## src/rtl/permutation_round_iterator.sv

```systemverilog
// Round sequencer for the ASCON permutation: holds the 320-bit state and feeds it,
// together with the round index, through the external combinational round datapath.
`timescale 1ns/1ps

module permutation_round_iterator #(
    parameter int NB_ROUNDS_A = 12,
    parameter int NB_ROUNDS_B = 6
) (
    input  logic         clock_i,
    input  logic         resetb_i,
    input  logic         start_i,
    input  logic         mode_i,
    input  logic [319:0] state_i,
    output logic [319:0] round_state_o,
    output logic [3:0]   round_o,
    input  logic [319:0] round_state_i,
    output logic         busy_o,
    output logic         done_o,
    output logic [319:0] state_o
);

    localparam logic [1:0] IDLE = 2'd0;
    localparam logic [1:0] RUN  = 2'd1;
    localparam logic [1:0] DONE = 2'd2;

    // Both permutation flavours end on round 11; only the starting index differs.
    localparam logic [3:0] FIRST_ROUND_A = 4'(12 - NB_ROUNDS_A);
    localparam logic [3:0] FIRST_ROUND_B = 4'(12 - NB_ROUNDS_B);
    localparam logic [3:0] LAST_ROUND    = 4'd11;

    logic [1:0]   fsm_q,     fsm_d;
    logic [3:0]   counter_q, counter_d;
    logic [319:0] state_q,   state_d;

    always_comb begin
        fsm_d     = fsm_q;
        counter_d = counter_q;
        state_d   = state_q;
        case (fsm_q)
            IDLE: begin
                if (start_i) begin
                    state_d   = state_i;
                    counter_d = mode_i ? FIRST_ROUND_B : FIRST_ROUND_A;
                    fsm_d     = RUN;
                end
            end
            RUN: begin
                state_d = round_state_i;
                if (counter_q == LAST_ROUND) begin
                    fsm_d = DONE;
                end else begin
                    counter_d = counter_q + 4'd1;
                end
            end
            DONE: begin
                fsm_d = IDLE;
            end
            default: begin
                fsm_d = IDLE;
            end
        endcase
    end

    always_ff @(posedge clock_i or negedge resetb_i) begin
        if (!resetb_i) begin
            fsm_q     <= IDLE;
            counter_q <= 4'd0;
            state_q   <= '0;
        end else begin
            fsm_q     <= fsm_d;
            counter_q <= counter_d;
            state_q   <= state_d;
        end
    end

    // The result port and the datapath feed are the same register; no output mux.
    assign round_state_o = state_q;
    assign state_o       = state_q;
    assign round_o       = counter_q;
    assign busy_o        = (fsm_q == RUN);
    assign done_o        = (fsm_q == DONE);

endmodule

```

## config.mk

```make
export PLATFORM = sky130hd
export DESIGN_NAME = permutation_round_iterator
export DESIGN_NICKNAME = d
export VERILOG_FILES = /design/src/rtl/permutation_round_iterator.sv
export SDC_FILE = /design/constraint.sdc
export NUM_CORES = 1
export LEC_CHECK = 0
export CAP_MARGIN = 30
export CORE_AREA = 2 2 496 498
export CTS_CLUSTER_SIZE = 28
export DETAILED_ROUTE_END_ITERATION = 10
export DIE_AREA = 0 0 498 500
export REMOVE_ABC_BUFFERS = 1
export SYNTH_ARGS = -nofsm -noshare
export SYNTH_HDL_FRONTEND = slang
export SYNTH_SLANG_ARGS = --single-unit
export TNS_END_PERCENT = 30
```

## constraint.sdc

```tcl
create_clock -name clock_i -period 1.3 [get_ports clock_i]
set_input_delay 0.26 -clock clock_i [delete_from_list [all_inputs] [get_ports clock_i]]
set_output_delay 0.26 -clock clock_i [all_outputs]
set_load 0.02 [all_outputs]
```

Word-level counts from Yosys, hierarchy flattened
Index checks and enable logic that the tools add are counted.
{"block": "totals", "word_cells": 24, "output_inout_bits": 646, "in_bits": 644, "register_bits": 326}
{"block": "op_classes", "eq_ne": 6, "n_addsub": 1, "n_mux": 9, "n_reduce_logical": 5}
{"cell": "$pmux 320 s2", "n": 1}
{"cell": "$mux 320", "n": 1}
{"cell": "$mux 4", "n": 2}
{"cell": "$pmux 4 s2", "n": 1}
{"cell": "$add 4x1->4 const B", "n": 1}
{"cell": "$eq 4x4->1 const B", "n": 1}
{"cell": "$mux 2", "n": 2}
{"cell": "$ne 2x2->1 const B", "n": 2}
{"cell": "$pmux 2 s2", "n": 1}
{"cell": "$reduce_and 2->1", "n": 2}
{"cell": "$mux 3", "n": 1}
{"cell": "$reduce_and 3->1", "n": 1}
{"cell": "$eq 2x1->1 const B", "n": 1}
{"cell": "$eq 2x2->1 const B", "n": 1}
{"cell": "$logic_not 2->1", "n": 1}
{"cell": "$ne 2x1->1 const B", "n": 1}
{"cell": "$reduce_bool 2->1", "n": 1}

Depth between registers and ports, before layout
{"block": "depth", "ltp_word": 3, "depth_mapped": 6, "mapped_depth_nobuf": 5}

Worst setup path after synthesis
OpenSTA, ideal clock, no wires.
{"block": "synth_timing", "path_type": "register -> register", "from": "reg counter_q[0], in the netlist round_o[0]", "to": "reg counter_q[1], in the netlist round_o[1]", "synth_period_minus_slack_ps": 1588, "arrival_time_ps": 1460, "n_path_buf": 0, "setup_ps": 127, "path_stages_with_launch": 6, "slack_ps": -288, "t_required_ps": 1173, "path_cell_list": "dfrtp_1 > ha_1 > nor2b_1 > a31o_2 > inv_2 > mux2_1"}
{"block": "synth_via", "elab_chain_cells": 3, "word_cells_on_any_way": 6, "cone_classes": "1 x add/sub; 2 x eq/ne; 2 x mux; 1 x reduce/logical"}
{"element": "start: declaration", "line": "32", "rtl": "logic [3:0] counter_q, counter_d;"}
{"element": "start signal: assignment", "line": "71", "rtl": "counter_q <= counter_d;"}
{"element": "$add 4x1->4 or $eq 4x4->1 (tied branches)", "line": "52, 49"}
{"element": "$mux 4 or $ne 2x2->1 (tied branches)"}
{"element": "$pmux 4 s2 or $reduce_and 3->1 (tied branches)"}
Several ways; a longest one is shown, not always the timed one. The select of a mux whose other input is x is not followed.
A chain may end at the register's enable or synchronous reset.

Worst setup path in the final report
{"block": "layout_timing", "from": "reg fsm_q[0]", "to": "reg state_q[274], in the netlist round_state_o[274]"}
{"block": "layout_via", "elab_chain_cells": 3, "word_cells_on_any_way": 6, "cone_classes": "2 x eq/ne; 1 x mux; 3 x reduce/logical"}
{"element": "start: declaration", "line": "31", "rtl": "logic [1:0] fsm_q, fsm_d;"}
{"element": "start signal: assignment", "line": "70", "rtl": "fsm_q <= fsm_d;"}
{"element": "$eq 2x1->1 or $logic_not 2->1 (tied branches)", "line": "39", "rtl": "case (fsm_q)"}
{"element": "$reduce_bool 2->1 (no source line) or $ne 2x2->1 (tied branches)"}
{"element": "$reduce_and 2->1 (no source line)"}
{"element": "end signal: assignment", "line": "72", "rtl": "state_q <= state_d;"}
{"element": "end: declaration", "line": "33", "rtl": "logic [319:0] state_q, state_d;"}
Several ways; a longest one is shown, not always the timed one.

==> impl_results.html <==
<table>
<tr><th>Metric</th><th>Value</th></tr>
<tr><th colspan="2">Clock tree</th></tr>
<tr><td>Clock tree from TritonCTS</td><td>yes</td></tr>
<tr><td>Root Buffer Master</td><td>sky130_fd_sc_hd__clkbuf_16</td></tr>
<tr><td>Bufs on Longest Clock Path</td><td>3</td></tr>
<tr><td>H-tree depth</td><td>2</td></tr>
<tr><td>Clock-pin slew of the registers on the worst-case setup and hold paths</td><td>60 ps</td></tr>
<tr><td>CTS buffer count</td><td>51</td></tr>
<tr><td>Count of clock tree sinks</td><td>326</td></tr>
<tr><td>Later-pin clock latency in the skew report</td><td>710 ps</td></tr>
<tr><th colspan="2">Power and ir drop</th></tr>
<tr><td>Share of total power in sequential cells</td><td>0.188</td></tr>
<tr><td>Internal power contribution</td><td>0.0698 W</td></tr>
<tr><td>Final Power</td><td>0.130 W</td></tr>
<tr><td>VDD IR max</td><td>1.36 mV</td></tr>
<tr><td>Net switching power</td><td>0.0605 W</td></tr>
<tr><td>Part of the total power dissipated in the clock network</td><td>0.115</td></tr>
<tr><td>Leakage power</td><td>18.5 nW</td></tr>
<tr><td>Switching power as a share of total power</td><td>0.464</td></tr>
<tr><td>Combinational Power Share</td><td>0.697</td></tr>
<tr><td>Power density of the placed cells</td><td>3040 nW/um2</td></tr>
<tr><th colspan="2">Global routing</th></tr>
<tr><td>Vias in the first global route</td><td>19,500</td></tr>
<tr><td>Total congestion overflow after global routing</td><td>0</td></tr>
<tr><td>Maximum number of pins on one net before global-route repair</td><td>66</td></tr>
<tr><td>All-Layer GR Usage</td><td>0.182</td></tr>
<tr><td>Antenna violations before repair</td><td>282</td></tr>
<tr><td>Wire length of the first global-routing pass</td><td>280,000 um</td></tr>
<tr><th colspan="2">Floorplan</th></tr>
<tr><td>Standard cell core area</td><td>244,000 um2</td></tr>
<tr><td>Die Height</td><td>500 um</td></tr>
<tr><td>Die width</td><td>498 um</td></tr>
<tr><td>Number of core rows</td><td>182</td></tr>
<tr><td>Top-Level Pins</td><td>1,290</td></tr>
<tr><td>Starting Density</td><td>0.0724</td></tr>
<tr><td>DIE AREA</td><td>249,000 um2</td></tr>
<tr><th colspan="2">Hold path</th></tr>
<tr><td>Type of the most critical hold path</td><td>input port to register</td></tr>
<tr><td>HP Start</td><td>state_i[0]</td></tr>
<tr><td>Worst-case hold path end point</td><td>round_state_o[0]</td></tr>
<tr><td>Worst Hold Path Cells</td><td>3</td></tr>
<tr><th colspan="2">Worst setup path</th></tr>
<tr><td>Critical Path RT</td><td>1920 ps</td></tr>
<tr><td>Nature of the critical path endpoint</td><td>register</td></tr>
<tr><td>Startpoint of the lowest-slack register-to-register path</td><td>fsm_q[0]</td></tr>
<tr><td>Flop-to-flop setup slack</td><td>-510 ps</td></tr>
<tr><td>Worst Path Class, Setup</td><td>register to register</td></tr>
<tr><td>Reg-to-Reg End</td><td>round_state_o[274]</td></tr>
<tr><td>Kind of start point of the critical path</td><td>register</td></tr>
<tr><td>Arrival @ worst endpoint</td><td>2430 ps</td></tr>
<tr><td>Path depth of the worst reg2reg path</td><td>9</td></tr>
<tr><td>Largest fanout on the critical path</td><td>8</td></tr>
<tr><th colspan="2">Timing</th></tr>
<tr><td>Shortest period the worst path allows</td><td>1810 ps</td></tr>
<tr><td>Actual slew at the worst max-slew pin</td><td>452 ps</td></tr>
<tr><td>Count of endpoints failing hold in the final timing report</td><td>0</td></tr>
<tr><td>Post-route fraction of the period consumed by the critical path</td><td>1.40</td></tr>
<tr><td>Worst relative slew slack</td><td>0.699</td></tr>
<tr><td>Post-route setup slack</td><td>-514 ps</td></tr>
<tr><td>Setup TNS</td><td>-309,050 ps</td></tr>
<tr><td>RSZ-0062 raised after global routing</td><td>yes</td></tr>
<tr><td>Worst clock skew on the final layout</td><td>26.5 ps</td></tr>
<tr><td>Upper clock frequency limit</td><td>551 MHz</td></tr>
<tr><td>Count of endpoints failing setup in the final report</td><td>971</td></tr>
<tr><td>Final Max Slew Viols</td><td>0</td></tr>
<tr><th colspan="2">Synth</th></tr>
<tr><td>Number of distinct library cells after synthesis</td><td>24</td></tr>
<tr><td>Synth Area in XOR/XNOR</td><td>0</td></tr>
<tr><td>Synth Warn #</td><td>0</td></tr>
<tr><td>Netlist area before placement</td><td>17,700 um2</td></tr>
<tr><td>Share of synthesized area occupied by flip-flops and latches</td><td>0.461</td></tr>
<tr><td>Area share of and/or/nand/nor cells after synthesis</td><td>0.0710</td></tr>
<tr><td>Largest family of logic cells by synthesized area</td><td>buffers and inverters</td></tr>
<tr><td>FF+latch count, synth</td><td>326</td></tr>
<tr><td>Post-synthesis compound-gate area fraction</td><td>0.0932</td></tr>
<tr><td>Adder and majority cell fraction of the synthesized area</td><td>0.000707</td></tr>
<tr><td>Avg Cell Area, Syn</td><td>10.2 um2</td></tr>
<tr><td>Mux contribution to synthesized area</td><td>0.183</td></tr>
<tr><td>Post-synthesis instance total</td><td>1,734</td></tr>
<tr><th colspan="2">Final layout</th></tr>
<tr><td>Total of fill cells in the finished design</td><td>26,700</td></tr>
<tr><td>Layout Area Growth over Synthesis</td><td>142%</td></tr>
<tr><td>Fraction of layout cells with a size suffix above 1</td><td>0.408</td></tr>
<tr><td>Final core utilization</td><td>0.176</td></tr>
<tr><td>Number of nets in the layout</td><td>3,637</td></tr>
<tr><th colspan="2">Job</th></tr>
<tr><td>Maxcap violations</td><td>0</td></tr>
<tr><th colspan="2">Place</th></tr>
<tr><td>Port Buf Inserts</td><td>1,289</td></tr>
<tr><td>Last weighted congestion value of the routability-driven placer</td><td>0.939</td></tr>
<tr><td>Sum of net half-perimeters after detailed placement</td><td>210,000 um</td></tr>
<tr><th colspan="2">Routing</th></tr>
<tr><td>Total number of vias</td><td>20,600</td></tr>
<tr><td>Number of nets with antenna violations after detailed routing</td><td>0</td></tr>
<tr><td>DRC viols</td><td>0</td></tr>
<tr><td>Via count normalized by instance count</td><td>3.26</td></tr>
<tr><td>DRT Wirelength</td><td>241,000 um</td></tr>
<tr><td>Iteration-0 DRC Markers</td><td>1,652</td></tr>
<tr><td>Number of optimization iterations in the first detailed-route pass</td><td>8</td></tr>
<tr><td>Wire per inst</td><td>38.2 um</td></tr>
<tr><th colspan="2">Status</th></tr>
<tr><td>Failing checks</td><td>setup timing</td></tr>
<tr><td>Outcome</td><td>complete, but fails checks</td></tr>
</table>
[kinds of logic (layout without fill, tap and decap cells)]
family	Yosys count	in the layout
other	0	63
and+or+nand+nor	330	330
DFF	326	326
adders and majority gates	1	1
buffers and inverters	428	1723
muxes	323	323
AOI/OAI and AO/OA	326	326
[per-stage QoR]
step	setup WS, ps	hold WS, ps	area, um2	instances
after floorplan	-12090	-35.6	14300	1308
after global placement	-687	130	37700	6032
after detailed placement	-673	131	37700	6032
after CTS	-524	99.3	41000	6193
after global routing	-557	167	42800	6271
final	-514	183	42900	6312
[placed cells by master (no fill, tap or decap), types with 43 or more instances in the layout]
master / n
sky130_fd_sc_hd__mux2i_1: 288
sky130_fd_sc_hd__o21ai_1: 267
sky130_fd_sc_hd__dfrtp_1: 287
sky130_fd_sc_hd__nand2_1: 276
sky130_fd_sc_hd__buf_12: 482
sky130_fd_sc_hd__diode_2: 63
sky130_fd_sc_hd__buf_2: 43
sky130_fd_sc_hd__clkdlybuf4s50_1: 642
sky130_fd_sc_hd__clkbuf_16: 84
sky130_fd_sc_hd__buf_4: 203
sky130_fd_sc_hd__buf_6: 163
[registers in the layout (all words and copies together), names as in the netlist]
register	cells
fsm_q	2
round_o	4
round_state_o	320
[layer usage]
metal | up-vias | part of all wire | global-route usage
met5 | - | 0.0061 | 0
met4 | 224 | 0.045 | 0.0653
met3 | 639 | 0.19 | 0.152
met2 | 1748 | 0.43 | 0.277
met1 | 9742 | 0.33 | 0.183
li1 | 8198 | - | -
[final cells by class]
cell class / instances / area (um2) / area share
inverters: 2 / 33.8 / 0.000788
flip-flops and latches: 326 / 8210 / 0.191
clock buffers: 67 / 1440 / 0.0335
clock inverters: 23 / 292 / 0.00680
repair buffers: 1631 / 21900 / 0.512
diodes: 63 / 158 / 0.00368
multi-input cells: 980 / 6790 / 0.158
well taps: 3220 / 4030 / 0.0939
[worst max path at each step]
| stage | from | endpoint | slack, ps | cells past startpoint |
|---|---|---|---|---|
| after floorplan | fsm_q[0] | round_state_o[0] | -12090 | 2 |
| after global placement | fsm_q[1] | busy_o | -690 | 3 |
| after detailed placement | fsm_q[1] | busy_o | -670 | 3 |
| after CTS | fsm_q[0] | busy_o | -520 | 3 |
| after global routing | fsm_q[0] | round_state_o[267] | -560 | 9 |
| final | fsm_q[0] | round_state_o[274] | -510 | 9 |
[worst max-delay path, cell delays in order, from the launching register on]
cell and delay (ps):
sky130_fd_sc_hd__dfrtp_1 420, sky130_fd_sc_hd__buf_6 160, sky130_fd_sc_hd__o21bai_4 170, sky130_fd_sc_hd__buf_12 130, sky130_fd_sc_hd__buf_12 160, sky130_fd_sc_hd__buf_12 150, sky130_fd_sc_hd__clkbuf_16 200, sky130_fd_sc_hd__clkbuf_16 180
sky130_fd_sc_hd__nand2_2 60, sky130_fd_sc_hd__o21ai_1 70
[power by group through the flow]
stage	clock network, W	registers (W)	logic, W
floorplan	0	0.0223	0.00704
global route	0.0159	0.0251	0.0944
finish	0.0151	0.0245	0.0908
detailed placement	0	0.0239	0.0841
CTS	0.0157	0.0244	0.0882
global placement	0	0.0237	0.0839
[what timing repair did]
action / in CTS / in global routing
gates resized for setup: 1132 / 240
cloned: 25 / 41
hold endpoints to repair: 326 / 0
setup endpoints to repair: 971 / 971
pin swaps: 14 / 27
hold buffers: 2 / 0
setup buffers: 45 / 33
[Yosys cell counts]
cell                       count  area, um2
sky130_fd_sc_hd__dfrtp_1     326       8160
sky130_fd_sc_hd__buf_4       324       2430
sky130_fd_sc_hd__nand2_1     322       1210
sky130_fd_sc_hd__mux2i_1     321       3210
sky130_fd_sc_hd__o21ai_1     280       1400
sky130_fd_sc_hd__o21ai_0      42        210
sky130_fd_sc_hd__buf_2        35        175
sky130_fd_sc_hd__buf_12       31        621
sky130_fd_sc_hd__clkbuf_1     27        101
sky130_fd_sc_hd__buf_1         9       33.8
sky130_fd_sc_hd__nand3_1       2       10.0
sky130_fd_sc_hd__nor2_1        2       7.51
sky130_fd_sc_hd__nor2b_1       2       12.5
sky130_fd_sc_hd__a22o_1        1       8.76
sky130_fd_sc_hd__a31o_2        1       8.76
sky130_fd_sc_hd__ha_1          1       12.5
sky130_fd_sc_hd__inv_2         1       3.75
sky130_fd_sc_hd__inv_6         1       8.76
sky130_fd_sc_hd__mux2_1        1       11.3
sky130_fd_sc_hd__mux2_2        1       11.3
sky130_fd_sc_hd__nand2b_2      1       8.76
sky130_fd_sc_hd__nor3b_1       1       7.51
sky130_fd_sc_hd__o21bai_2      1       11.3
sky130_fd_sc_hd__o311ai_0      1       8.76
Power figures use the tool's default switching activity.
